--- config.mk ---
export PLATFORM = sky130hd
export DESIGN_NAME = bg_addr_gen
export DESIGN_NICKNAME = d
export VERILOG_FILES = /design/src/rtl/bg_addr_gen.sv
export SDC_FILE = /design/constraint.sdc
export NUM_CORES = 1
export LEC_CHECK = 0
export BUFFER_PORTS_ARGS = -buffer_cell sky130_fd_sc_hd__buf_2
export CAP_MARGIN = 30
export CELL_PAD_IN_SITES_DETAIL_PLACEMENT = 0
export CELL_PAD_IN_SITES_GLOBAL_PLACEMENT = 1
export CORE_MARGIN = 2
export CORE_UTILIZATION = 46
export CTS_BUF_LIST = sky130_fd_sc_hd__clkbuf_8
export DETAILED_ROUTE_END_ITERATION = 7
export PLACE_DENSITY = 0.94
export SLEW_MARGIN = 20
export SYNTH_ARGS = -nofsm -noshare
export SYNTH_HDL_FRONTEND = slang
export SYNTH_SLANG_ARGS = --single-unit
--- constraint.sdc ---
create_clock -name Clk -period 8.3 [get_ports Clk]
set_input_delay 0 -clock Clk [delete_from_list [all_inputs] [get_ports Clk]]
set_output_delay 0 -clock Clk [all_outputs]
set_load 0.03 [all_outputs]
--- src/rtl/bg_addr_gen.sv ---
// Scrolling background address generator: maps raster position plus a frame-latched
// scroll offset to a 640-wide ROM index. Define BG_VSCROLL_EN to add vertical scrolling.
module bg_addr_gen #(
  parameter int H_ACTIVE = 640,
  parameter int V_ACTIVE = 480,
  parameter int ROM_LAT  = 1
) (
  input  logic        Clk,
  input  logic        Reset,
  input  logic [9:0]  DrawX,
  input  logic [9:0]  DrawY,
  input  logic        pixel_valid,
  input  logic        hs_in,
  input  logic        vs_in,
  input  logic [9:0]  scroll_x_in,
`ifdef BG_VSCROLL_EN
  input  logic [8:0]  scroll_y_in,
`endif
  input  logic        scroll_req,
  output logic        scroll_ack,
  output logic [19:0] background_address,
  output logic        addr_valid,
  output logic        de_out,
  output logic        hs_out,
  output logic        vs_out
);

  localparam int          DLY    = 1 + ROM_LAT;
  localparam logic [10:0] H_LIM  = 11'(H_ACTIVE);
  localparam logic [10:0] V_LIM  = 11'(V_ACTIVE);
  localparam logic [9:0]  X_FULL = 10'd640;
`ifdef BG_VSCROLL_EN
  localparam logic [8:0]  Y_FULL = 9'd480;
`endif

  typedef enum logic [1:0] {IDLE, PENDING, ACK} state_t;

  function automatic logic [9:0] wrap_sum(input logic [10:0] sum, input logic [10:0] lim);
    logic [10:0] t;
    t = (sum >= lim) ? sum - lim : sum;
    return t[9:0];
  endfunction

  function automatic logic [9:0] reduce_x(input logic [9:0] v);
    return (v >= X_FULL) ? v - X_FULL : v;
  endfunction

  state_t       state_q, state_d;
  logic         ack_q, ack_d;
  logic         fs_prev_q, pix_start, frame_start;
  logic [9:0]   sx_pend_q, sx_pend_d, sx_act_q, sx_act_d;
  logic [19:0]  addr_p1_q, addr_p1_d;
  logic         vld_p1_q, vld_p1_d;
  logic [2:0]   dly_q [DLY];
  logic [2:0]   dly_d [DLY];
  logic         in_range;
  logic [9:0]   col, row;
  logic [19:0]  row_w;
`ifdef BG_VSCROLL_EN
  logic [8:0]   sy_pend_q, sy_pend_d, sy_act_q, sy_act_d;
`endif

  always_comb begin
    pix_start   = pixel_valid && (DrawX == 10'd0) && (DrawY == 10'd0);
    frame_start = pix_start && !fs_prev_q;
    state_d     = state_q;
    ack_d       = ack_q;
    sx_pend_d   = sx_pend_q;
    sx_act_d    = sx_act_q;
`ifdef BG_VSCROLL_EN
    sy_pend_d   = sy_pend_q;
    sy_act_d    = sy_act_q;
`endif
    case (state_q)
      IDLE: if (scroll_req) begin
        sx_pend_d = reduce_x(scroll_x_in);
`ifdef BG_VSCROLL_EN
        sy_pend_d = (scroll_y_in >= Y_FULL) ? scroll_y_in - Y_FULL : scroll_y_in;
`endif
        state_d   = PENDING;
      end
      // New offset only lands on a frame boundary so a frame never tears.
      PENDING: if (frame_start) begin
        sx_act_d = sx_pend_q;
`ifdef BG_VSCROLL_EN
        sy_act_d = sy_pend_q;
`endif
        state_d  = ACK;
        ack_d    = 1'b1;
      end
      ACK: if (!scroll_req) begin
        state_d = IDLE;
        ack_d   = 1'b0;
      end
      default: begin
        state_d = IDLE;
        ack_d   = 1'b0;
      end
    endcase
  end

  always_comb begin
    in_range = pixel_valid && ({1'b0, DrawX} < H_LIM) && ({1'b0, DrawY} < V_LIM);
    col      = wrap_sum({1'b0, DrawX} + {1'b0, sx_act_q}, H_LIM);
`ifdef BG_VSCROLL_EN
    row      = wrap_sum({1'b0, DrawY} + {2'b0, sy_act_q}, V_LIM);
`else
    row      = DrawY;
`endif
    row_w     = {10'd0, row};
    addr_p1_d = in_range ? (row_w << 9) + (row_w << 7) + {10'd0, col} : 20'd0;
    vld_p1_d  = in_range;
    dly_d[0]  = {pixel_valid, hs_in, vs_in};
    for (int i = 1; i < DLY; i++) dly_d[i] = dly_q[i-1];
  end

  // Stage boundary: address/valid registered; sync bits ride a 1+ROM_LAT delay line.
  always_ff @(posedge Clk) begin
    if (Reset) begin
      state_q   <= IDLE;
      ack_q     <= 1'b0;
      fs_prev_q <= 1'b0;
      sx_pend_q <= '0;
      sx_act_q  <= '0;
`ifdef BG_VSCROLL_EN
      sy_pend_q <= '0;
      sy_act_q  <= '0;
`endif
      addr_p1_q <= '0;
      vld_p1_q  <= 1'b0;
      for (int i = 0; i < DLY; i++) dly_q[i] <= '0;
    end else begin
      state_q   <= state_d;
      ack_q     <= ack_d;
      fs_prev_q <= pix_start;
      sx_pend_q <= sx_pend_d;
      sx_act_q  <= sx_act_d;
`ifdef BG_VSCROLL_EN
      sy_pend_q <= sy_pend_d;
      sy_act_q  <= sy_act_d;
`endif
      addr_p1_q <= addr_p1_d;
      vld_p1_q  <= vld_p1_d;
      for (int i = 0; i < DLY; i++) dly_q[i] <= dly_d[i];
    end
  end

  assign scroll_ack         = ack_q;
  assign background_address = addr_p1_q;
  assign addr_valid         = vld_p1_q;
  assign de_out             = dly_q[DLY-1][2];
  assign hs_out             = dly_q[DLY-1][1];
  assign vs_out             = dly_q[DLY-1][0];

endmodule

== After elaboration in Yosys (flattened, before gate mapping) ==
Memories as Yosys holds them, arrays and structs flattened.
Index checks and enable logic that the tools add are counted.

* Input bits: 36
* Logic and storage cells: 54
* Bits in writable memories: 6
* Output and inout port bits: 25
* Memories: 1
* Register bits after elaboration: 45

* Reductions and logical operators: 14
* Eq/ne operators: 5
* Add/subtract/negate cells: 5
* Bitwise logic cells: 4
* Muxes and demuxes: 14
* Order comparisons: 4

{| class="wikitable"
|+ Memory list
! name !! words !! bits a word !! rd ports !! clocked after Yosys merged registers in !! write ports !! line !! text
|-
| dly_q || 2 || 3 || 2 || 0 || 2 || 54 || <nowiki>logic [2:0] dly_q [DLY];</nowiki>
|}

{| class="wikitable"
|+ Operator list
! operator !! number
|-
| $add 19x17->20 || 1
|-
| $add 20x10->20 || 1
|-
| $logic_not 10->1 || 2
|-
| $mux 10 || 2
|-
| $sub 10x10->10 const B || 2
|-
| $add 10x10->11 || 1
|-
| $ge 11x10->1 const B || 1
|-
| $ge 10x10->1 const B || 1
|-
| $lt 10x10->1 const B || 1
|-
| $lt 10x9->1 const B || 1
|-
| $mux 2 || 3
|-
| $mux 3 || 2
|-
| $ne 2x2->1 const B || 3
|-
| $pmux 2 s3 || 1
|-
| $reduce_and 3->1 || 2
|-
| $logic_and 1x1->1 || 5
|-
| $mux 1 || 5
|-
| $reduce_and 2->1 || 2
|-
| $pmux 1 s3 || 1
|-
| $eq 2x1->1 const B || 1
|-
| $eq 2x2->1 const B || 1
|-
| $logic_not 2->1 || 1
|-
| $not 1->1 || 2
|-
| $or 1x1->1 || 2
|-
| other kinds (2) || 2
|}

== Logic depth before layout (Yosys ltp) ==
* Depth in word-level cells: 6
* Gate-level depth with buffers: 22
* Depth with buffers taken out: 22

== Worst setup path before layout ==
OpenSTA, ideal clock, no wires.

* Path kind: reg-to-reg
* Start: register sx_act_q[0]
* End: register addr_p1_q[16] (netlist: background_address[16])
* Clock period less this slack: 4.636 ns
* Arrival time: 4.559 ns
* Required time: 8.222 ns
* Stages on the path, launching flop included: 22
* Buffers on the path: 0
* Path slack: 3.664 ns
* Library setup time: 0.078 ns
* Cell sequence: dfxtp_1 > ha_1 > inv_1 > fa_1 > nor2b_4 > o211ai_1 > a21oi_1 > xnor2_1 > ha_1 > or3_1 > o41a_1 > and2_1 > o221ai_1 > ha_1 > ha_1 > fa_1 > a21o_1 > a21oi_1 > o21bai_1 > a2111o_1 > and3_1 > nor3_1

* Cells in the longest elaborated chain, start to end: 4
* Elaborated cells on any way between the ends: 5
* Classes of those cells: 3 x add/sub; 1 x order compare; 1 x mux

{| class="wikitable"
|+ RTL lines
! element !! line !! text
|-
| start: declaration || 51 || <nowiki>logic [9:0] sx_pend_q, sx_pend_d, sx_act_q, sx_act_d;</nowiki>
|-
| start signal: assignment || 137 || <nowiki>sx_act_q <= sx_act_d;</nowiki>
|-
| $add 10x10->11 (*) || 104 || <nowiki>col = wrap_sum({1'b0, DrawX} + {1'b0, sx_act_q}, H_LIM);</nowiki>
|-
| $sub 10x10->10 / $ge 11x10->1 (equally long branches) || 40 || <nowiki>t = (sum >= lim) ? sum - lim : sum;</nowiki>
|-
| $mux 10 (*) || 40 ||
|-
| $add 20x10->20 (*) || 111 || <nowiki>addr_p1_d = in_range ? (row_w << 9) + (row_w << 7) + {10'd0, col} : 20'd0;</nowiki>
|-
| end signal: assignment || 142 || <nowiki>addr_p1_q <= addr_p1_d;</nowiki>
|-
| end: declaration || 52 || <nowiki>logic [19:0] addr_p1_q, addr_p1_d;</nowiki>
|}

Mark *: on every way between the ends. The rest lies on a longest branch, timed or not.
A chain may end at the register's enable or synchronous reset.

== Worst setup path in the final report ==
Same ends and word-level chain as after synthesis.

==> reports/metrics.csv <==
stage,metric,value,unit
route,drt_first_pass_iters,4,
floorplanning,pin_count,61,
sta,min_period_over_period,61.1,%
cells_and_area,finalNetCount,450,
floorplanning,start_util,47.7,%
route,final_antenna_net_count,0,
floorplanning,dieArea,6780,um2
setup_path,setup.worst_path.class,flip-flop to flip-flop,
synth,avgSynthCellArea,9.11,um2
cts,cts_tree,built,
setup_path,reg2reg_slack,3.23,ns
floorplanning,core,5920,um2
sta,tns,0,ns
setup_path,crit_buf_inv,1,
pwr,pwr_density_cell,158,nW/um2
synth,synth_cell_types,53,
sta,hold_viol_final,0,
setup_path,r2r_start,sx_act_q[0],
cts,htreeDepth,2,
job,cap_violations,0,
cts,clk-insertion-delay-late,0.31,ns
synth,synth_edf_count,0,
synth,yosysWarnings,0,
synth,yosysMostFrequentCell,dfxtp_1,
grt,grt_usage,19.7,%
pwr,irDropWorstVdd,0.0000871,V
cells_and_area,finalInstanceArea,3400,um2
setup_path,start_kind,flip-flop,
grt,grt_max_degree,31,
grt,gr-total-overflow,0,
pwr,power.leakage,1.54,nW
cts,numCtsBuffers,5,
sta,setup_viol_count_final,0,
synth,ys_async_sr_fraction,0,%
grt,antenna_found_initial,0,
setup_path,crit_start,sx_act_q[0],
cells_and_area,drive_gt1_share,20.5,%
setup_path,cpMostUsedCell,ha_1,
grt,grt_pass1_wl,10.2,mm
route,post_drt_wl_per_cell,13.7,um
setup_path,reg2reg_depth,21,
sta,worstMarginPinSlew,0.769,ns
route,drc,0,
cts,cts_root_buffer,clkbuf_8,
cts,cts_setup_buffers,0,
grt,grt_pass1_vias,2162,
cts,cts.sinks,51,
floorplanning,die_x,82.4,um
route,vias,2411,
synth,synth_seq_area_share,36.1,%
placed_design,portBuffers,60,
sta,maxSlewViolCount,0,
synth,synth.top_cells.by_count,"dfxtp_1 (51), ha_1 (31), nor2_1 (30), a21oi_1 (26), nand2_1 (20)",
synth,synth_fp_nets,380,
setup_path,end_kind,flip-flop,
cells_and_area,diodes,0,
synth,syn_inst,310,
floorplanning,die_h,82.4,um
synth,yosys.area.top_type,dfxtp_1,
cells_and_area,nFillCells,560,
sta,fmax,197,MHz
setup_path,path_depth,21,
synth,yosys_most_used_dff,dfxtp_1,
setup_path,worstReg2RegEnd,background_address[16],
setup_path,worstPathMaxFanout,5,
synth,synth.area.top_cells,"dfxtp_1 (36%), ha_1 (14%), a21oi_1 (4.6%)",
cts,cts_buffer_depth,2,
placed_design,place.gp.congestion,0.882,
cts,clk_pin_slew,0.09,ns
setup_path,crit_required,8.53,ns
setup_path,worstPathCellList,"ha_1, inv_1, fa_1, nor2b_4, o211ai_1, a21oi_1, xnor2_1, ha_1, or3_1, o41a_1, and2_1, o221ai_1, ha_1, ha_1, fa_1, a21o_1, a21oi_1, o21bai_1, a2111o_1, and3_1, nor3_1",
route,drt_iter0_drc,119,
sta,rsz0062_at_grt,false,
sta,fin_skew,0.00310,ns
synth,synth_top_area_share,36.1,%
sta,slew-limit-headroom,48.7,%
setup_path,path_delay_family,adder cells,
cells_and_area,syn2layout_area_growth,20.5,%
placed_design,dp_hpwl,4.78,mm
floorplanning,row_count,28,
setup_path,cpMaxStageDelayCell,a2111o_1,
worst_hold_path,hp-class,input pin to flip-flop,
synth,ys_ff_latch,51,
setup_path,crit_end,background_address[16],
synth,synth_area,2830,um2
setup_path,worstPathArrival,5.30,ns
outcome,status,"finished, final reports clean",
route,drt_wl_total,6.26,mm
route,vias_per_cell,5.29,
setup_path,critPathMaxStageDelay,0.46,ns
sta,min_period,5.07,ns
placed_design,placed_area,3180,um2
## logic make-up (layout without fill, tap and decap cells)
kind of cell / Yosys count / count (layout) / share of synthesized area, %
simple gates: 108 / 108 / 20.0
compound gates: 67 / 67 / 16.3
flops: 51 / 51 / 36.1
fa+ha+maj: 34 / 34 / 15.9
buf+inv: 25 / 96 / 3.76
xor+xnor: 14 / 14 / 4.34
mux: 10 / 10 / 3.54
other cells: 1 / 1 / 0.133
## where the power goes
part | switching (mW) | leakage [nW] | internal [mW] | total (mW)
Clock | 0.0822 | 0.0612 | 0.0976 | 0.180
Sequential | 0.00271 | 0.415 | 0.252 | 0.255
Combinational | 0.0590 | 1.06 | 0.0431 | 0.102
Total | 0.144 | 1.54 | 0.393 | 0.537
## tightest hold or removal path, cell delays in order
cell and delay, ns:
buf_2 0.13, o211ai_1 0.08, a21oi_1 0.07
## sequential cells by signal, summed over array words and instances, names as in the netlist
register            cells
addr_valid              1
background_address     20
dly_q                   6
fs_prev_q               1
scroll_ack              1
state_q                 2
sx_act_q               10
sx_pend_q              10
## cell type report
class,instances,area (um2),area share [%]
sequential,51,1020,30.0
tap,75,93.8,2.76
multi-input combinational,234,1700,49.9
clock buffer,6,82.6,2.43
timing repair buffer,71,410,12.1
inverter,17,63.8,1.87
clock inverter,2,35.0,1.03
## how the worst min path moves through the flow
stage	start	endpoint	depth (start not counted)	slack (ns)
2_1_floorplan	Reset	dly_q[0][2]	1	0.08
4_1_cts	scroll_x_in[9]	sx_pend_q[9]	3	0.005
3_5_place_dp	hs_in	dly_q[0][1]	2	0.21
5_1_grt	scroll_x_in[9]	sx_pend_q[9]	3	0.02
6_report	scroll_x_in[9]	sx_pend_q[9]	3	0.01
3_3_place_gp	vs_in	dly_q[0][0]	2	0.21
## layer usage
layer,up-vias,track usage (%),wire [um]
li1,1236,-,-
met1,1115,26.7,2960
met2,55,31.0,2950
met3,5,3.91,258
met4,0,7.50,92
met5,-,0,0
## through the flow
step / utilization (%) / total power, mW / instances / setup slack (ns) / hold slack [ns]
6_report: 57.5 / 0.537 / 456 / 3.23 / 0.0117
5_1_grt: 57.5 / 0.566 / 456 / 2.80 / 0.0197
4_1_cts: 57.5 / 0.540 / 456 / 3.26 / 0.00491
3_5_place_dp: 53.7 / 0.357 / 437 / 3.29 / 0.214
3_3_place_gp: 53.7 / 0.356 / 437 / 3.47 / 0.210
2_1_floorplan: - / 0.329 / 310 / 3.66 / 0.0791
## cell usage in the layout, fill, tap and decap left out, types with 2 or more instances in the layout
| cell type | instances |
|---|---|
| a2111oi_0 | 2 |
| a21o_1 | 2 |
| a21oi_1 | 26 |
| a31oi_1 | 3 |
| and2_1 | 10 |
| and3_1 | 4 |
| buf_2 | 60 |
| clkbuf_8 | 6 |
| dfxtp_1 | 51 |
| dlygate4sd3_1 | 11 |
| fa_1 | 3 |
| ha_1 | 31 |
| inv_1 | 16 |
| mux2i_1 | 10 |
| nand2_1 | 20 |
| nand2b_1 | 2 |
| nand3_1 | 6 |
| nand3b_1 | 2 |
| nand4_1 | 3 |
| nor2_1 | 30 |
| nor2b_1 | 7 |
| nor3_1 | 8 |
| nor4_1 | 4 |
| o211ai_1 | 3 |
| o21a_1 | 4 |
| o21ai_0 | 10 |
| o21bai_1 | 3 |
| or2_2 | 4 |
| or3_1 | 3 |
| xnor2_1 | 7 |
| xor2_1 | 7 |
## repair_timing
item	in CTS	in global routing
gates resized for setup	0	0
hold buffers	11	0
hold endpoints to repair	11	0
Note: power is estimated with default switching activity, not from simulation.
